**config.mk**
```make
export PLATFORM = sky130hd
export DESIGN_NAME = wb_bridge_nway
export DESIGN_NICKNAME = d
export VERILOG_FILES = /design/src/rtl/wb_bridge_pkg.sv /design/src/rtl/wb_bridge_watchdog.sv /design/src/rtl/wb_bridge_nway.sv
export SDC_FILE = /design/constraint.sdc
export NUM_CORES = 1
export LEC_CHECK = 0
export CAP_MARGIN = 20
export CORE_MARGIN = 2
export CORE_UTILIZATION = 30
export DETAILED_ROUTE_END_ITERATION = 8
export PLACE_DENSITY_LB_ADDON = 0.1
export SLEW_MARGIN = 40
export SYNTH_ARGS = -nofsm -noshare
export SYNTH_HDL_FRONTEND = slang
export SYNTH_SLANG_ARGS = --single-unit
```
**constraint.sdc**
```tcl
create_clock -name wb_clk_i -period 1.8 [get_ports wb_clk_i]
set_clock_uncertainty 0.2 [all_clocks]
set_input_delay 0.36 -clock wb_clk_i [delete_from_list [all_inputs] [get_ports wb_clk_i]]
set_output_delay 0.36 -clock wb_clk_i [all_outputs]
set_load 0.02 [all_outputs]
```
**src/rtl/wb_bridge_pkg.sv**
```systemverilog
// Shared types and constants for the N-way Wishbone bridge.
package wb_bridge_pkg;

    typedef enum logic [1:0] {
        ST_IDLE = 2'd0,
        ST_WAIT = 2'd1,
        ST_ACK  = 2'd2
    } state_e;

    localparam logic [31:0] ERR_DATA_DEFAULT = 32'hDEAD_BEEF;

endpackage

```
**src/rtl/wb_bridge_watchdog.sv**
```systemverilog
// Ack-wait watchdog: expires on the TIMEOUT_CYCLES-th consecutive enabled cycle.
module wb_bridge_watchdog #(
    parameter int TIMEOUT_CYCLES = 255
) (
    input  logic clk,
    input  logic rst_n,
    input  logic clear_i,
    input  logic enable_i,
    output logic expired_o
);

    localparam int CW = $clog2(TIMEOUT_CYCLES + 1);
    localparam logic [CW-1:0] LAST = CW'(TIMEOUT_CYCLES - 1);

    logic [CW-1:0] cnt_q, cnt_d;

    always_comb begin
        cnt_d = cnt_q;
        if (clear_i) begin
            cnt_d = '0;
        end else if (enable_i) begin
            cnt_d = cnt_q + 1'b1;
        end
        // The first wait cycle sees a count of 0, so the last allowed one sees TIMEOUT_CYCLES-1.
        expired_o = enable_i && (cnt_q == LAST);
    end

    always_ff @(posedge clk or negedge rst_n) begin
        if (!rst_n) begin
            cnt_q <= '0;
        end else begin
            cnt_q <= cnt_d;
        end
    end

endmodule

```
**src/rtl/wb_bridge_nway.sv**
```systemverilog
// Wishbone 1-to-N bridge: decodes a port from upper address bits, forwards the
// request, and returns the port's ack/data or an error word on decode error/timeout.
module wb_bridge_nway
    import wb_bridge_pkg::*;
#(
    parameter int          NUM_PORTS       = 4,
    parameter int          SEL_LSB         = 24,
    parameter int          SEL_WIDTH       = 3,
    parameter int          PORT_ADDR_WIDTH = 10,
    parameter int          TIMEOUT_CYCLES  = 255,
    parameter logic [31:0] ERR_DATA        = ERR_DATA_DEFAULT
) (
    input  logic                       wb_clk_i,
    input  logic                       wb_rst_ni,
    input  logic                       wbs_stb_i,
    input  logic                       wbs_cyc_i,
    input  logic                       wbs_we_i,
    input  logic [3:0]                 wbs_sel_i,
    input  logic [31:0]                wbs_dat_i,
    input  logic [31:0]                wbs_adr_i,
    output logic                       wbs_ack_o,
    output logic [31:0]                wbs_dat_o,
    output logic [NUM_PORTS-1:0]       wbm_stb_o,
    output logic [NUM_PORTS-1:0]       wbm_cyc_o,
    output logic                       wbm_we_o,
    output logic [3:0]                 wbm_sel_o,
    output logic [31:0]                wbm_dat_o,
    output logic [PORT_ADDR_WIDTH-1:0] wbm_adr_o,
    input  logic [NUM_PORTS-1:0]       wbm_ack_i,
    input  logic [32*NUM_PORTS-1:0]    wbm_dat_i,
    output logic [7:0]                 timeout_count_o,
    output logic                       decode_err_o
);

    state_e                     state_q, state_d;
    logic [NUM_PORTS-1:0]       port_q, port_d;
    logic                       we_q, we_d;
    logic [3:0]                 sel_q, sel_d;
    logic [31:0]                wdat_q, wdat_d;
    logic [PORT_ADDR_WIDTH-1:0] adr_q, adr_d;
    logic [31:0]                rdat_q, rdat_d;
    logic                       ack_q, ack_d;
    logic                       derr_q, derr_d;
    logic [7:0]                 tmo_q, tmo_d;

    logic [SEL_WIDTH-1:0] idx;
    logic [NUM_PORTS-1:0] dec_oh;
    logic                 dec_ok;
    logic                 sel_ack;
    logic [31:0]          sel_dat;
    logic                 wd_clear, wd_en, wd_expired;
    logic                 unused_adr;

    assign unused_adr = ^wbs_adr_i;

    // port_q is the registered one-hot of the selected port; masking with it ignores stray acks.
    always_comb begin
        idx     = wbs_adr_i[SEL_LSB +: SEL_WIDTH];
        dec_ok  = int'(idx) < NUM_PORTS;
        dec_oh  = '0;
        sel_dat = '0;
        for (int p = 0; p < NUM_PORTS; p++) begin
            if (idx == SEL_WIDTH'(p)) dec_oh[p] = 1'b1;
            if (port_q[p]) sel_dat = sel_dat | wbm_dat_i[32*p +: 32];
        end
        sel_ack = |(wbm_ack_i & port_q);
    end

    always_comb begin
        state_d  = state_q;
        port_d   = port_q;
        we_d     = we_q;
        sel_d    = sel_q;
        wdat_d   = wdat_q;
        adr_d    = adr_q;
        rdat_d   = rdat_q;
        ack_d    = 1'b0;
        derr_d   = 1'b0;
        tmo_d    = tmo_q;
        wd_clear = 1'b0;
        wd_en    = 1'b0;
        case (state_q)
            ST_IDLE: begin
                if (wbs_cyc_i && wbs_stb_i) begin
                    we_d     = wbs_we_i;
                    sel_d    = wbs_sel_i;
                    wdat_d   = wbs_dat_i;
                    adr_d    = wbs_adr_i[PORT_ADDR_WIDTH-1:0];
                    wd_clear = 1'b1;
                    if (dec_ok) begin
                        port_d  = dec_oh;
                        state_d = ST_WAIT;
                    end else begin
                        rdat_d  = ERR_DATA;
                        ack_d   = 1'b1;
                        derr_d  = 1'b1;
                        state_d = ST_ACK;
                    end
                end
            end
            ST_WAIT: begin
                wd_en = 1'b1;
                // Abort beats ack, and ack beats timeout.
                if (!wbs_cyc_i) begin
                    port_d  = '0;
                    state_d = ST_IDLE;
                end else if (sel_ack) begin
                    rdat_d  = sel_dat;
                    port_d  = '0;
                    ack_d   = 1'b1;
                    state_d = ST_ACK;
                end else if (wd_expired) begin
                    rdat_d  = ERR_DATA;
                    port_d  = '0;
                    ack_d   = 1'b1;
                    tmo_d   = (tmo_q == 8'hFF) ? tmo_q : tmo_q + 8'd1;
                    state_d = ST_ACK;
                end
            end
            ST_ACK: begin
                state_d = ST_IDLE;
            end
            default: begin
                port_d  = '0;
                state_d = ST_IDLE;
            end
        endcase
    end

    always_ff @(posedge wb_clk_i or negedge wb_rst_ni) begin
        if (!wb_rst_ni) begin
            state_q <= ST_IDLE;
            port_q  <= '0;
            we_q    <= 1'b0;
            sel_q   <= '0;
            wdat_q  <= '0;
            adr_q   <= '0;
            rdat_q  <= '0;
            ack_q   <= 1'b0;
            derr_q  <= 1'b0;
            tmo_q   <= '0;
        end else begin
            state_q <= state_d;
            port_q  <= port_d;
            we_q    <= we_d;
            sel_q   <= sel_d;
            wdat_q  <= wdat_d;
            adr_q   <= adr_d;
            rdat_q  <= rdat_d;
            ack_q   <= ack_d;
            derr_q  <= derr_d;
            tmo_q   <= tmo_d;
        end
    end

    wb_bridge_watchdog #(
        .TIMEOUT_CYCLES(TIMEOUT_CYCLES)
    ) u_watchdog (
        .clk      (wb_clk_i),
        .rst_n    (wb_rst_ni),
        .clear_i  (wd_clear),
        .enable_i (wd_en),
        .expired_o(wd_expired)
    );

    assign wbs_ack_o       = ack_q;
    assign wbs_dat_o       = rdat_q;
    assign wbm_stb_o       = port_q;
    assign wbm_cyc_o       = port_q;
    assign wbm_we_o        = we_q;
    assign wbm_sel_o       = sel_q;
    assign wbm_dat_o       = wdat_q;
    assign wbm_adr_o       = adr_q;
    assign timeout_count_o = tmo_q;
    assign decode_err_o    = derr_q;

endmodule

```
### Yosys cells after proc, flatten, opt, wreduce, memory -nomap -nowiden

Cells that the tools add are included.

* register bits after elaboration: 103
* input bits: 205
* output and inout port bits: 97
* logic and storage cells: 84

* add/subtract/negate cells: 2
* order comparisons: 1
* equal/unequal tests: 13
* multiplexer cells: 38
* bitwise operators: 7
* reductions and logical operators: 12

Operators by type and width (number)
* 32-bit 2-to-1 mux: 9
* 32-bit bitwise OR: 3
* 32-bit case mux with 2 select lines: 1
* 4-bit 2-to-1 mux: 5
* 8-bit by 1-bit adder with 8-bit output (second input constant): 2
* 8-bit equality test (second input constant): 2
* 8-bit 2-to-1 mux: 2
* 1-bit 2-to-1 mux: 13
* 4-bit case mux with 3 select lines: 1
* 2-bit 2-to-1 mux: 5
* 5-bit AND reduction: 2
* 2-bit != test (second input constant): 4
* 3-bit by 2-bit equality test with 1-bit output (second input constant): 2
* 4-bit bitwise AND: 1
* 4-bit by 3-bit != test with 1-bit output (second input constant): 1
* 2-bit case mux with 2 select lines: 1
* 2-bit AND reduction: 2
* 4-bit AND reduction: 1
* 2-bit nonzero test: 2
* 4-bit OR reduction: 1
* 3-bit by 1-bit equality test with 1-bit output (second input constant): 1
* 3-bit zero test: 1
* 3-bit less-than comparator (second input constant): 1
* 3-bit by 2-bit != test with 1-bit output (second input constant): 1
* other kinds (6): 9

### Longest topological paths before layout

* word-level depth: 10
* depth in mapped cells: 8

### Hierarchy

A second synthesis with hierarchy kept.

* cells, all modules: 460
* area, all modules: 4838.4 um^2

By module, submodules not included
* wb_bridge_nway: times used 1, cells an instance 419, area each 4426.7 um^2, seq. area each 2377.3 um^2
* wb_bridge_watchdog: times used 1, cells an instance 41, area each 411.6 um^2, seq. area each 200.2 um^2

### Worst setup path before layout

Ideal clock, no wire load.

* path kind: register to register
* from: register port_q[1], in the netlist wbm_cyc_o[1]
* to: register rdat_q[10], in the netlist wbs_dat_o[10]
* arrival: 1.813 ns
* slack: -0.338 ns
* stages on the path, launching flop included: 9
* path buffers: 3
* period minus slack after synthesis: 2.138 ns
* cells stage by stage: dfrtp_1 > buf_2 > a22oi_2 > and2_2 > a21oi_2 > or2_1 > buf_6 > buf_12 > mux2_4

* word-level cells in the longest chain between the ends: 8

Ends and longest elaborated chain
* start, declared: RTL line wb_bridge_nway.sv:36 `logic [NUM_PORTS-1:0] port_q, port_d;`
* start signal, assigned: RTL line wb_bridge_nway.sv:144 `port_q <= port_d;`
* 32-bit 2-to-1 mux: RTL line wb_bridge_nway.sv:64 `if (port_q[p]) sel_dat = sel_dat | wbm_dat_i[32*p +: 32];`
* 32-bit bitwise OR: RTL line wb_bridge_nway.sv:64
* 32-bit 2-to-1 mux: RTL line wb_bridge_nway.sv:64
* 32-bit bitwise OR: RTL line wb_bridge_nway.sv:64
* 32-bit 2-to-1 mux: RTL line wb_bridge_nway.sv:64
* 32-bit 2-to-1 mux: RTL line wb_bridge_nway.sv:107 `end else if (sel_ack) begin`
* 32-bit 2-to-1 mux: RTL line wb_bridge_nway.sv:104 `if (!wbs_cyc_i) begin`
* 32-bit case mux with 2 select lines: RTL line wb_bridge_nway.sv:82 `case (state_q)`
* end signal, assigned: RTL line wb_bridge_nway.sv:149 `rdat_q <= rdat_d;`
* end, declared: RTL line wb_bridge_nway.sv:41 `logic [31:0] rdat_q, rdat_d;`

Several ways; a longest one is shown, not always the timed one. The select of a mux whose other input is x is not followed.
A chain may end at the register's enable or synchronous reset.

### Final worst setup path

* from: register port_q[0], in the netlist wbm_cyc_o[0]
* to: register rdat_q[10], in the netlist wbs_dat_o[10]

* word-level cells in the longest chain between the ends: 10

Ends and longest elaborated chain (RTL line)
* 32-bit 2-to-1 mux: wb_bridge_nway.sv:64
* 32-bit bitwise OR: wb_bridge_nway.sv:64
* 32-bit 2-to-1 mux: wb_bridge_nway.sv:64
* 32-bit bitwise OR: wb_bridge_nway.sv:64
* 32-bit 2-to-1 mux: wb_bridge_nway.sv:64
* 32-bit bitwise OR: wb_bridge_nway.sv:64
* 32-bit 2-to-1 mux: wb_bridge_nway.sv:64
* 32-bit 2-to-1 mux: wb_bridge_nway.sv:107
* 32-bit 2-to-1 mux: wb_bridge_nway.sv:104
* 32-bit case mux with 2 select lines: wb_bridge_nway.sv:82

Several ways; a longest one is shown, not always the timed one. The select of a mux whose other input is x is not followed.

==> flow_summary.toml <==
[critical_path]
cp_max_fo = 14
worstSetupPathType = "register to register"
arrival_ns = 2.03
cp-end-kind = "register"
crit_path_start_kind = "register"
crit_required_ns = 1.83

[sta]
maxSlewViolCount = 0
fin_hold_ws_ns = 0.2710
period_share_pct = 111.1
layout_min_cycle_time_ns = 1.999
max_clock_freq_mhz = 500.1
rsz0062_at_grt = "true"
setup_viol = 41
finalHoldViolations = 0
relSlewSlack_pct = 58.48
worst_pin_slew_ns = 0.6228
fin_ws_ns = -0.1995

[cts]
clock_latency_ns = 0.35
cts_tree = "done"
ctsLongestPathBuffers = 2
cts_sinks = 103
clockRootBuffer = "clkbuf_16"
htreeDepth = 3
clk_pin_slew_worst_paths_ns = 0.07
cts_buffers = 9

[route]
drt_wl_total_mm = 18.79
avgViaCountPerCell = 4.860
drt-met1-wl_mm = 7.764
ant_nets = 0
drt-initial-drc-count = 209
route.met2.wl_mm = 9.299
drc = 0
vias = 5045
routedWlPerCell_um = 18.10
dr.pass1.iters = 4
top_layer_used = "met4"
wl_met3_mm = 1.433

[run_status]
violations = "setup timing"
status = "complete, but fails checks"

[min_path]
hold_class = "register to register"

[power_and_ir_drop]
p_total_mw = 7.581
ir_worst_vdd_mv = 0.5284
leakage_nw = 3.937
p_per_area_nw_per_um2 = 850.4

[synth]
syn_nets = 712
synth_seq_area_share_pct = 50.99
synth_edf_count = 0
async_flop_share_pct = 100.0
syn_inst = 504
synth_warnings = 0
synth_cell_types = 43
synth-seq-cells = 103
synth_area_per_cell_um2 = 10.03
ys.flop_type = "dfrtp_1"
syn_area_um2 = 5055

[floorplanning]
die_y_um = 133.8
coreArea_um2 = 16520
initial_core_util_pct = 30.59
fp-row-count = 47
die_area_um2 = 17900
io_pins = 302
fp.dieW_um = 133.8

[global_routing]
grt_first_pass_wirelength_mm = 28.46
antenna_found_initial = 1
grt_usage_pct = 20.18
grt_max_degree = 104
grt_pass1_vias = 5179
grt_overflow = 0

[placement]
dpl.hpwl_mm = 12.60
io_buffers = 282
place_inst = 1004
gp_congestion = 0.8169

[cells_and_area]
fillers = 1492
drive_above_1_share_pct = 16.89
area_growth_pct = 76.36
fin_nets = 1020
final_cells = 1038
layout_common_cells = "clkdlybuf4s50_1, nand2_1, dfrtp_1"
final_common_cell = "clkdlybuf4s50_1"

[run]
maxCapViolations = 0
[synth_stat cells, types with 2 or more instances]
master	n	area share, %
nand2_1	151	11
mux2_4	29	8.6
xor2_1	3	0.52
nor2_1	8	0.59
xnor2_1	2	0.35
a22oi_2	2	0.49
buf_1	2	0.15
nand4_1	5	0.62
buf_2	4	0.40
o21ai_0	12	1.2
a31oi_1	4	0.49
nand3_1	34	3.4
clkbuf_1	24	1.8
buf_4	4	0.59
ha_1	3	0.74
nand2b_1	2	0.25
a22oi_1	64	9.5
and4_1	3	0.52
buf_12	3	1.2
o41ai_1	2	0.35
dfrtp_1	103	51
a21oi_1	9	0.89
inv_1	4	0.30
nand4b_1	2	0.35
mux2_2	7	1.6
[flip-flops by register name (all words and copies together), names as in the netlist]
signal and flops:
wbm_dat_o 32, wbs_dat_o 32, wbm_adr_o 10, timeout_count_o 8, u_watchdog.cnt_q 8, wbm_cyc_o 4
wbm_sel_o 4, state_q 2, decode_err_o 1, wbm_we_o 1, wbs_ack_o 1
[cell families after synthesis]
logic type	synth area share, %
simple gates	18.96
flops	50.99
compound gates	13.64
buf+inv	4.629
mux	10.17
xor+xnor	0.8665
fa+ha+maj	0.7427
[layout make-up]
| class | instances | area, um2 | area share [%] |
|---|---|---|---|
| clock buffer | 10 | 229.0 | 2.568 |
| timing repair buffer | 335 | 3388 | 38.01 |
| sequential | 103 | 2582 | 28.97 |
| clock inverter | 6 | 93.84 | 1.053 |
| antenna | 1 | 2.502 | 0.02807 |
| tap | 220 | 275.3 | 3.088 |
| multi-input combinational | 359 | 2328 | 26.12 |
| inverter | 4 | 15.01 | 0.1684 |
[worst max-delay path, cell delays in order (launching register included)]
cell	delay, ns
dfrtp_2	0.43
a22oi_2	0.25
and2_4	0.19
a21oi_2	0.05
or2_4	0.28
buf_12	0.17
mux2_4	0.30
[report_power, final]
part / total (mW) / internal, mW / switching [mW] / leakage (nW)
clock network: 2.14 / 1.23 / 0.910 / 0.153
registers: 2.81 / 2.64 / 0.177 / 1.23
logic: 2.63 / 1.30 / 1.33 / 2.55
total: 7.58 / 5.17 / 2.41 / 3.94
[path summary, 6_finish.rpt]
check / from / end / slack [ns] / cells after the start
worst max-delay path: wbm_cyc_o[0]$_DFFE_PN0P_ / wbs_dat_o[10]$_DFFE_PN0P_ / -0.20 / 6
max in group asynchronous: wb_rst_ni / wbm_dat_o[12]$_DFFE_PN0P_ / 0.48 / 3
worst min-delay path: wbm_sel_o[1]$_DFFE_PN0P_ / wbm_sel_o[1]$_DFFE_PN0P_ / 0.27 / 2
worst max register to register: wbm_cyc_o[0]$_DFFE_PN0P_ / wbs_dat_o[10]$_DFFE_PN0P_ / -0.20 / 6
min in group asynchronous: wb_rst_ni / wbs_dat_o[19]$_DFFE_PN0P_ / 0.39 / 3
worst min register to register: wbm_sel_o[1]$_DFFE_PN0P_ / wbm_sel_o[1]$_DFFE_PN0P_ / 0.27 / 2
[routing by layer]
metal | track usage, % | vias up
li1 | - | 2383
met1 | 24.87 | 2425
met2 | 35.24 | 213
met3 | 4.800 | 24
met4 | 5.792 | 0
met5 | 0 | -
[what timing repair did]
| action | CTS | global route |
|---|---|---|
| hold buffers | 1 | 0 |
| setup endpoints to repair | 144 | 52 |
| pin swaps | 9 | 7 |
| buffers inserted | 6 | 7 |
| hold endpoints to repair | 103 | 0 |
| gates cloned | 4 | 2 |
| gates resized for setup | 161 | 18 |
[metrics by stage]
step           util (%)  setup slack [ns]  setup TNS (ns)  instance area (um2)
6_report          53.95           -0.1995          -6.658                 8915
3_3_place_gp      50.22           -0.6482          -37.07                 8299
4_1_cts           53.26           -0.2310          -7.344                 8801
3_5_place_dp      50.22           -0.6523          -37.77                 8299
2_1_floorplan         -           -0.2629          -8.269                 5096
5_1_grt           53.95           -0.2757          -9.681                 8915
Power figures use the tool's default switching activity.
